### src/rtl/adc_input_conditioner.sv
// ADC front end: buffers raw codes, centres them on an offset, scales by 2^scale_exp
// and emits IEEE-754 singles one at a time. Define ADC_COND_OVERFLOW_EN for a sticky drop flag.
module adc_input_conditioner #(
  parameter int ADC_WL     = 14,
  parameter int FIFO_DEPTH = 4,
  parameter int WL         = 32
) (
  input  logic              clk,
  input  logic              reset,
  input  logic [ADC_WL-1:0] adc_code,
  input  logic              adc_valid,
  input  logic [ADC_WL-1:0] offset,
  input  logic signed [7:0] scale_exp,
  input  logic              x_output_ready,
  output logic [WL-1:0]     x_centered_scaled,
  output logic              x_centered_scaled_in_ready,
  output logic              fifo_full,
  output logic              busy,
  output logic              overflow
);

  localparam int PW  = $clog2(FIFO_DEPTH);
  localparam int CW  = PW + 1;
  localparam int DW  = ADC_WL + 1;
  localparam int PIW = $clog2(DW);
  localparam int MW  = 23;

  typedef enum logic [2:0] {IDLE, CENTER, NORM, ISSUE, WAIT_NLC} state_e;

  state_e state_q, state_d;

  logic [ADC_WL-1:0] mem_q [FIFO_DEPTH];
  logic [PW-1:0]     wr_ptr_q, rd_ptr_q;
  logic [CW-1:0]     count_q;
  logic              push, pop;

  logic [ADC_WL-1:0]    sample_q;
  logic signed [DW-1:0] diff_q;
  logic [31:0]          word_q, word_d;
  logic [WL-1:0]        x_out_q;
  logic                 strobe_q;

  // A push is judged against the registered full flag, so a simultaneous pop never rescues it.
  assign fifo_full = (count_q == CW'(FIFO_DEPTH));
  assign push      = adc_valid && !fifo_full;
  assign busy      = (state_q != IDLE);

  // NOTE: storage carries no reset; validity is tracked by the pointers and count alone.
  always_ff @(posedge clk) begin
    if (push) mem_q[wr_ptr_q] <= adc_code;
  end

  // NOTE: clocked state uses non-blocking assignments so every register sees pre-edge values.
  always_ff @(posedge clk or negedge reset) begin
    if (!reset) begin
      wr_ptr_q <= '0;
      rd_ptr_q <= '0;
      count_q  <= '0;
    end else begin
      if (push) wr_ptr_q <= wr_ptr_q + PW'(1);
      if (pop)  rd_ptr_q <= rd_ptr_q + PW'(1);
      case ({push, pop})
        2'b10:   count_q <= count_q + CW'(1);
        2'b01:   count_q <= count_q - CW'(1);
        default: count_q <= count_q;
      endcase
    end
  end

  always_ff @(posedge clk or negedge reset) begin
    if (!reset) state_q <= IDLE;
    else        state_q <= state_d;
  end

  // NOTE: every output of this block is given a default first, so no path can infer a latch.
  always_comb begin
    state_d = state_q;
    pop     = 1'b0;
    case (state_q)
      IDLE: begin
        if (count_q != '0) begin
          pop     = 1'b1;
          state_d = CENTER;
        end
      end
      CENTER:   state_d = NORM;
      NORM:     state_d = ISSUE;
      ISSUE:    state_d = WAIT_NLC;
      WAIT_NLC: if (x_output_ready) state_d = IDLE;
      default:  state_d = IDLE;
    endcase
  end

  // Float packing: magnitude, leading-one position and biased, scaled exponent.
  logic              sign;
  logic [DW-1:0]     mag;
  logic [PIW-1:0]    msb_idx;
  logic [MW-1:0]     mant;
  logic signed [9:0] exp_s;

  always_comb begin
    sign    = diff_q[DW-1];
    mag     = sign ? DW'(-diff_q) : DW'(diff_q);
    msb_idx = '0;
    for (int i = 0; i < DW; i++) begin
      if (mag[i]) msb_idx = PIW'(i);
    end
    // Bits below the leading one slide up to the top of the 23-bit field; exact, no rounding.
    mant  = MW'({{MW{1'b0}}, mag} << (MW - int'(msb_idx)));
    exp_s = 10'sd127 + $signed({{(10-PIW){1'b0}}, msb_idx})
          + $signed({{2{scale_exp[7]}}, scale_exp});
    if (mag == '0)              word_d = 32'h0000_0000;
    else if (exp_s > 10'sd254)  word_d = {sign, 31'h7F7F_FFFF};
    else if (exp_s < 10'sd1)    word_d = {sign, 31'h0000_0000};
    else                        word_d = {sign, exp_s[7:0], mant};
  end

  always_ff @(posedge clk or negedge reset) begin
    if (!reset) begin
      sample_q <= '0;
      diff_q   <= '0;
      word_q   <= '0;
      x_out_q  <= '0;
      strobe_q <= 1'b0;
    end else begin
      strobe_q <= 1'b0;
      if (pop) sample_q <= mem_q[rd_ptr_q];
      if (state_q == CENTER) diff_q <= $signed({1'b0, sample_q}) - $signed({1'b0, offset});
      if (state_q == NORM)   word_q <= word_d;
      if (state_q == ISSUE) begin
        x_out_q  <= WL'(word_q);
        strobe_q <= 1'b1;
      end
    end
  end

  assign x_centered_scaled          = x_out_q;
  assign x_centered_scaled_in_ready = strobe_q;

`ifdef ADC_COND_OVERFLOW_EN
  logic overflow_q;

  always_ff @(posedge clk or negedge reset) begin
    if (!reset)                      overflow_q <= 1'b0;
    else if (adc_valid && fifo_full) overflow_q <= 1'b1;
  end

  assign overflow = overflow_q;
`else
  assign overflow = 1'b0;
`endif

endmodule

### config.mk
export PLATFORM = sky130hd
export DESIGN_NAME = adc_input_conditioner
export DESIGN_NICKNAME = d
export VERILOG_FILES = /design/src/rtl/adc_input_conditioner.sv
export SDC_FILE = /design/constraint.sdc
export NUM_CORES = 1
export LEC_CHECK = 0
export BUFFER_PORTS_ARGS = -buffer_cell sky130_fd_sc_hd__buf_2
export CORE_AREA = 5 5 192 194
export DETAILED_ROUTE_END_ITERATION = 8
export DIE_AREA = 0 0 197 199
export PLACE_DENSITY = 0.5
export SETUP_SLACK_MARGIN = 0.2
export SYNTH_ARGS = -nofsm -noshare
export SYNTH_HDL_FRONTEND = slang
export SYNTH_SLANG_ARGS = --single-unit
export TNS_END_PERCENT = 5
### constraint.sdc
create_clock -name clk -period 6.1 [get_ports clk]
set_input_delay 0.915 -clock clk [delete_from_list [all_inputs] [get_ports clk]]
set_output_delay 0.915 -clock clk [all_outputs]
set_load 0.03 [all_outputs]
Word level (Yosys, flattened, before mapping)
Memories as Yosys holds them, arrays and structs flattened. A register that Yosys moved wholly into a read port is not among the register bits.
Index checks and enable logic that the tools add are counted.

storage, ports and cells
  register bits = 90
  word-level logic and storage cells = 66
  bits in writable memories = 56
  memories kept = 1
  output and inout bits = 36
  bits in read-only memories = 0
  latch bits = 0
  bits of input ports = 40

cells by class
  shift-type cells = 1
  eq/ne operators = 9
  div/mod/pow operators = 0
  bitwise logic cells = 0
  reduce and logical (&&, ||, !) cells = 9
  magnitude comparators = 2
  multiply operators = 0
  add/sub/neg operators = 9
  mux-type cells = 27

memories
  name   depth  width  read ports  clocked after Yosys merged registers in  wr ports  RTL line  RTL
  mem_q  4      14     1           1                                        1         32        logic [ADC_WL-1:0] mem_q [FIFO_DEPTH];

operators by type and width
  operator                                                                        count
  31-bit two-way mux                                                              2
  4-bit two-way mux                                                               13
  32-bit two-way mux                                                              1
  15-bit by 32-bit left shift with 23-bit output                                  1
  15-bit logical NOT                                                              1
  15-bit two-way mux                                                              1
  15-bit negation                                                                 1
  3-bit one-hot mux with 5 select lines                                           1
  14-bit by 14-bit subtractor with 15-bit output                                  1
  9-bit by 8-bit adder with 10-bit output                                         1
  10-bit by 9-bit > comparator with 1-bit output (second input constant)          1
  10-bit by 2-bit less-than comparator with 1-bit output (second input constant)  1
  7-bit by 4-bit adder with 8-bit output (first input constant)                   1
  3-bit by 2-bit equality test with 1-bit output (second input constant)          2
  3-bit equality test (second input constant)                                     2
  1-bit two-way mux                                                               6
  3-bit two-way mux                                                               2
  3-bit one-hot mux with 2 select lines                                           1
  3-bit nonzero test                                                              2
  5-bit by 4-bit subtractor with 6-bit output (first input constant)              1
  2-bit by 1-bit adder with 2-bit output (second input constant)                  2
  2-bit != test (second input constant)                                           2
  3-bit by 1-bit adder with 3-bit output (second input constant)                  1
  3-bit by 1-bit equality test with 1-bit output (second input constant)          1
  8 further kinds                                                                 9

Logic depth before layout (Yosys ltp)
  depth after elaboration = 22
  depth in mapped cells = 27
  depth with buffers taken out = 23

Worst setup path before layout
Ideal clock, no wire load.

  path type = register -> register
  from = reg diff_q[0]
  to = reg word_q[18]
  slack = 0.017 ns
  arrival = 5.952 ns
  path buffers = 4
  period minus slack after synthesis = 6.083 ns
  cell stages (with the launch flop) = 26
  data required time = 5.968 ns
  library setup time = 0.132 ns
  cells stage by stage = dfrtp_1 > buf_2 > inv_1 > ha_1 > or3b_1 > buf_2 > or4_1 > nand3_1 > o21ai_1 > a21o_1 > a211o_4 > clkinv_2 > buf_2 > ha_1 > fa_1 > nand2b_1 > a21oi_1 > xor2_1 > or4_1 > or4_1 > o2bb2ai_1 > and2_1 > clkbuf_1 > and3_1 > a221oi_1 > o21ai_1

between the ends
  word-level cells in the longest chain between the ends = 22
  elaborated cells on any way between the ends = 26
  those cells by class = add/sub (4); order compare (2); shift (1); mux (18); reduce/logical (1)

RTL lines
  item                                                    RTL line  RTL
  start: declaration                                      38        logic signed [DW-1:0] diff_q;
  start signal: assignment                                128       if (state_q == CENTER) diff_q <= $signed({1'b0, sample_q}) - $signed({1'b0, offset});
  15-bit negation                                         103       mag = sign ? DW'(-diff_q) : DW'(diff_q);
  15-bit two-way mux (*)                                  103
  1-bit two-way mux                                       106       if (mag[i]) msb_idx = PIW'(i);
  4-bit two-way mux (13 in series)                        106
  7-bit by 4-bit adder with 8-bit output                  110       exp_s = 10'sd127 + $signed({{(10-PIW){1'b0}}, msb_idx})
  9-bit by 8-bit adder with 10-bit output                 111       + $signed({{2{scale_exp[7]}}, scale_exp});
  10-bit by 2-bit less-than comparator with 1-bit output  114       else if (exp_s < 10'sd1) word_d = {sign, 31'h0000_0000};
  31-bit two-way mux                                      114
  31-bit two-way mux                                      113       else if (exp_s > 10'sd254) word_d = {sign, 31'h7F7F_FFFF};
  32-bit two-way mux (*)                                  112       if (mag == '0) word_d = 32'h0000_0000;
  end signal: assignment                                  129       if (state_q == NORM) word_q <= word_d;
  end: declaration                                        39        logic [31:0] word_q, word_d;

Mark *: on every way between the ends. The rest lies on a longest branch, timed or not.
A chain may end at the register's enable or synchronous reset.

Final worst setup path
Ends and elaborated chain as after synthesis.

==> results by group <==
Clock tree
  – Clock slew at reported path FFs: 70 ps
  – Clock sink total: between 150 and 200
  – Root Driver: clkbuf_16
  – CTS tree: built
  – H-tree levels: 4
  – Clock buffer depth: 2
  – Worst skew pair latency: 440 ps
  – Cts bufs inserted: 17

Critical path
  – Critical path depth: 22
  – Critical-path maximum fanout: 7
  – Worst path slowest cell: or4_4
  – CP peak stage delay: between 500 and 600 ps
  – Delay-heaviest family, CP: simple AND/OR/NAND/NOR gates
  – Bufs and invs on worst path: 2
  – Worst-path cell chain: inv_2, ha_4, or3b_4, or4_4, nand3_1, o21ai_1, a21o_1, a211o_4, nor3_4, ha_1, inv_1, ha_4, a21o_1, a211oi_2, a22oi_2, or4_4, or4_4, o2bb2ai_4, and2_1, and3_1, a221oi_1, o21ai_1
  – Worst EP arrival: 5980 ps
  – Worst Setup End Kind: flip-flop
  – Crit Path Category: reg2reg
  – Cell count of the worst reg-to-reg path: 22
  – Worst path required time: 6410 ps
  – Worst path most repeated cell: or4_4
  – Worst Setup Start Kind: flip-flop

Layout
  – Register area: roughly 4300 um2
  – Finished Layout Cells: 1382
  – Layout fillers: 3691
  – Area of the multi-input gates: 4116 um2
  – Area delta synth->final: 21.24%
  – Fraction of layout cells with a size suffix above 1: 0.2530
  – # diodes: 0
  – # nets final: 983

Timing
  – Setup Skew: about 13 ps
  – Max transition margin: 0.3181
  – Tmin final: 5678 ps
  – RSZ-0062 raised after global routing: false
  – Max Slew Vio Count: 0
  – Final period util: 0.9307
  – Final Setup Violations: 0
  – F_max: 176.1 MHz
  – Min Hold Slack: around 470 ps
  – Final hold violation count: 0
  – Tightest Pin Transition: 1020 ps
  – Final TNS setup: 0 ps

Synth
  – Asr flop ratio synth: 0.6500
  – Count leader, synth: nand2_1
  – Synth cell count leaders: nand2_1 (140), dfrtp_1 (104), edfxtp_1 (56)
  – Post-synthesis adder-cell area fraction: 0.05347
  – Multiplexer share of the synthesized area: 0.06466
  – Top cell type's share of synthesized area: 0.3022
  – Syn_area_per_cell: 10.58 um2
  – Yosys warns: 0
  – #FFs+latches synth: 160
  – Largest cells by area after synthesis: dfrtp_1 (30%), edfxtp_1 (20%), nand2_1 (6.1%)
  – Compound-gate portion of the synthesized area: 0.1642
  – Largest family of logic cells by synthesized area: compound AO/OA/AOI/OAI gates
  – XOR/XNOR share of the synthesized area: 0.03255
  – Net Count, Synth: 889
  – Post-Synthesis Cell Area: 8611 um2
  – Area leader, netlist: dfrtp_1
  – Number of enable flip-flop cells after synthesis: 56
  – Sequential share of the synthesized area: 0.4975
  – Ys flop type: dfrtp_1
  – Cells after synthesis: just over 800
  – Cell variety after synth: 81
  – Simple-gate area share of the yosys netlist: 0.1409

Route
  – Vias/cell: between 4 and 5
  – Residual DRC: 0
  – TritonRoute pass-1 iters: 4
  – Via Count: 6330
  – Routed WL: 21100 um
  – Initial DRC Count: 327
  – WL per Instance: 15.27 um
  – Antenna viol nets, final: 0

Floorplan
  – Row count: 69
  – CORE AREA: 35050 um2
  – Die X: 197 um
  – IO Count: 76
  – Die ar.: 39200 um2
  – Starting Density: 0.2457
  – Die Ht: 199 um

Global route
  – Vias in the first global route: 6323
  – First-pass GRT wire length: 34460 um
  – Total Routing Usage GR: 0.1093
  – Pin count of the biggest net entering global routing: 59
  – Initial antenna violation count: 0
  – Global route overflow: 0

Job
  – Max-cap violations: 0

Power
  – Power per Cell Area: 641.3 nW/um2
  – Max rail drop VDD: 280.3 uV
  – Leak: between 0.004 and 0.005 uW

Placed design
  – Gpl congestion: about 0.87
  – Post-DP HPWL: about 15000 um
  – IO buf count: 74
  – Placed insts: 1335

Outcome
  – Status: finished, final reports clean

Hold path
  – Hold WC Path Type: reg2reg
  – Worst Hold Depth: 2
==> state kept, by name, summed over array words and instances, names as in the netlist, 3 cells and up <==
| register | flops |
|---|---|
| mem_q | 56 |
| word_q | 32 |
| x_centered_scaled | 32 |
| diff_q | 15 |
| sample_q | 14 |
| count_q | 3 |
| state_q | 3 |
==> placed cells by master (no fill, tap or decap), types with 12 or more instances in the layout <==
| cell type | count |
|---|---|
| ha_1 | 27 |
| a21oi_1 | 29 |
| nor2_1 | 36 |
| nand2_1 | 140 |
| o21ai_0 | 35 |
| xnor2_1 | 17 |
| clkbuf_16 | 17 |
| xor2_1 | 13 |
| mux4_2 | 14 |
| dfrtp_1 | 102 |
| mux2_2 | 17 |
| a21o_1 | 18 |
| buf_4 | 45 |
| buf_2 | 73 |
| inv_1 | 48 |
| edfxtp_1 | 56 |
| nor3_1 | 12 |
==> repair_timing <==
item                                    CTS  global route
endpoints found under the setup margin    3            29
pin swaps                                 2            13
buffers inserted                          3            12
hold endpoints to repair                  0             0
resized for setup                         2            34
hold buffers                              0             0
==> worst paths after layout <==
path                                                    from                                end  slack, ps
setup / recovery                       diff_q[0]$_DFFE_PN0P_             word_q[18]$_DFFE_PN0N_        420
hold / removal             x_centered_scaled[12]$_DFFE_PN0P_  x_centered_scaled[12]$_DFFE_PN0P_        470
setup reg to reg                       diff_q[0]$_DFFE_PN0P_             word_q[18]$_DFFE_PN0N_        420
hold reg to reg            x_centered_scaled[12]$_DFFE_PN0P_  x_centered_scaled[12]$_DFFE_PN0P_        470
max in group asynchronous                              reset              diff_q[6]$_DFFE_PN0P_       4410
min in group asynchronous                              reset  x_centered_scaled[28]$_DFFE_PN0P_        560
==> per-stage QoR <==
stage	area, um2	setup WS (ps)	utilization	power, uW
final	10440	422.5	0.2979	6695
after global routing	10440	203.0	0.2979	7257
after CTS	10210	215.5	0.2912	6556
after detailed placement	9623	160.9	0.2745	5474
after global placement	9623	262.5	0.2745	5446
after floorplan	8673	216.3	-	4537
==> routing by layer <==
metal  GRT usage  vias to the layer above  routed length [um]
met5           0                        -                   0
li1            -                     3141                   -
met4     0.03159                        0                 390
met2      0.1747                      142                9727
met1      0.1483                     3018               10060
met3     0.02642                       29                 926
==> cells by family after synthesis <==
kind of cell / after synthesis
AO/OA/AOI/OAI: 194
XOR/XNOR: 32
adder cells (fa/ha/maj): 35
buffers and inverters: 95
flip-flops: 160
multiplexers: 36
other: 1
AND/OR/NAND/NOR: 261
==> tightest hold or removal path: stages (launching register included) <==
cell	delay [ps]
dfrtp_1	340
nand2_1	50
nand2_1	50
==> where the power goes <==
group | switching (uW) | internal, uW | total (uW)
Clock | 459 | 564 | 1020
Sequential | 302 | 1520 | 1820
Combinational | 2240 | 1610 | 3860
==> layout make-up <==
cell class                      count  area share
Clock inverter                     15     0.01258
Tap cell                          461     0.05525
Multi-Input combinational cell    559      0.3943
Sequential cell                   160      0.4106
Clock buffer                       17     0.04075
Timing Repair Buffer              118     0.06735
Inverter                           52     0.01918
(Power assumes the default switching activity.)
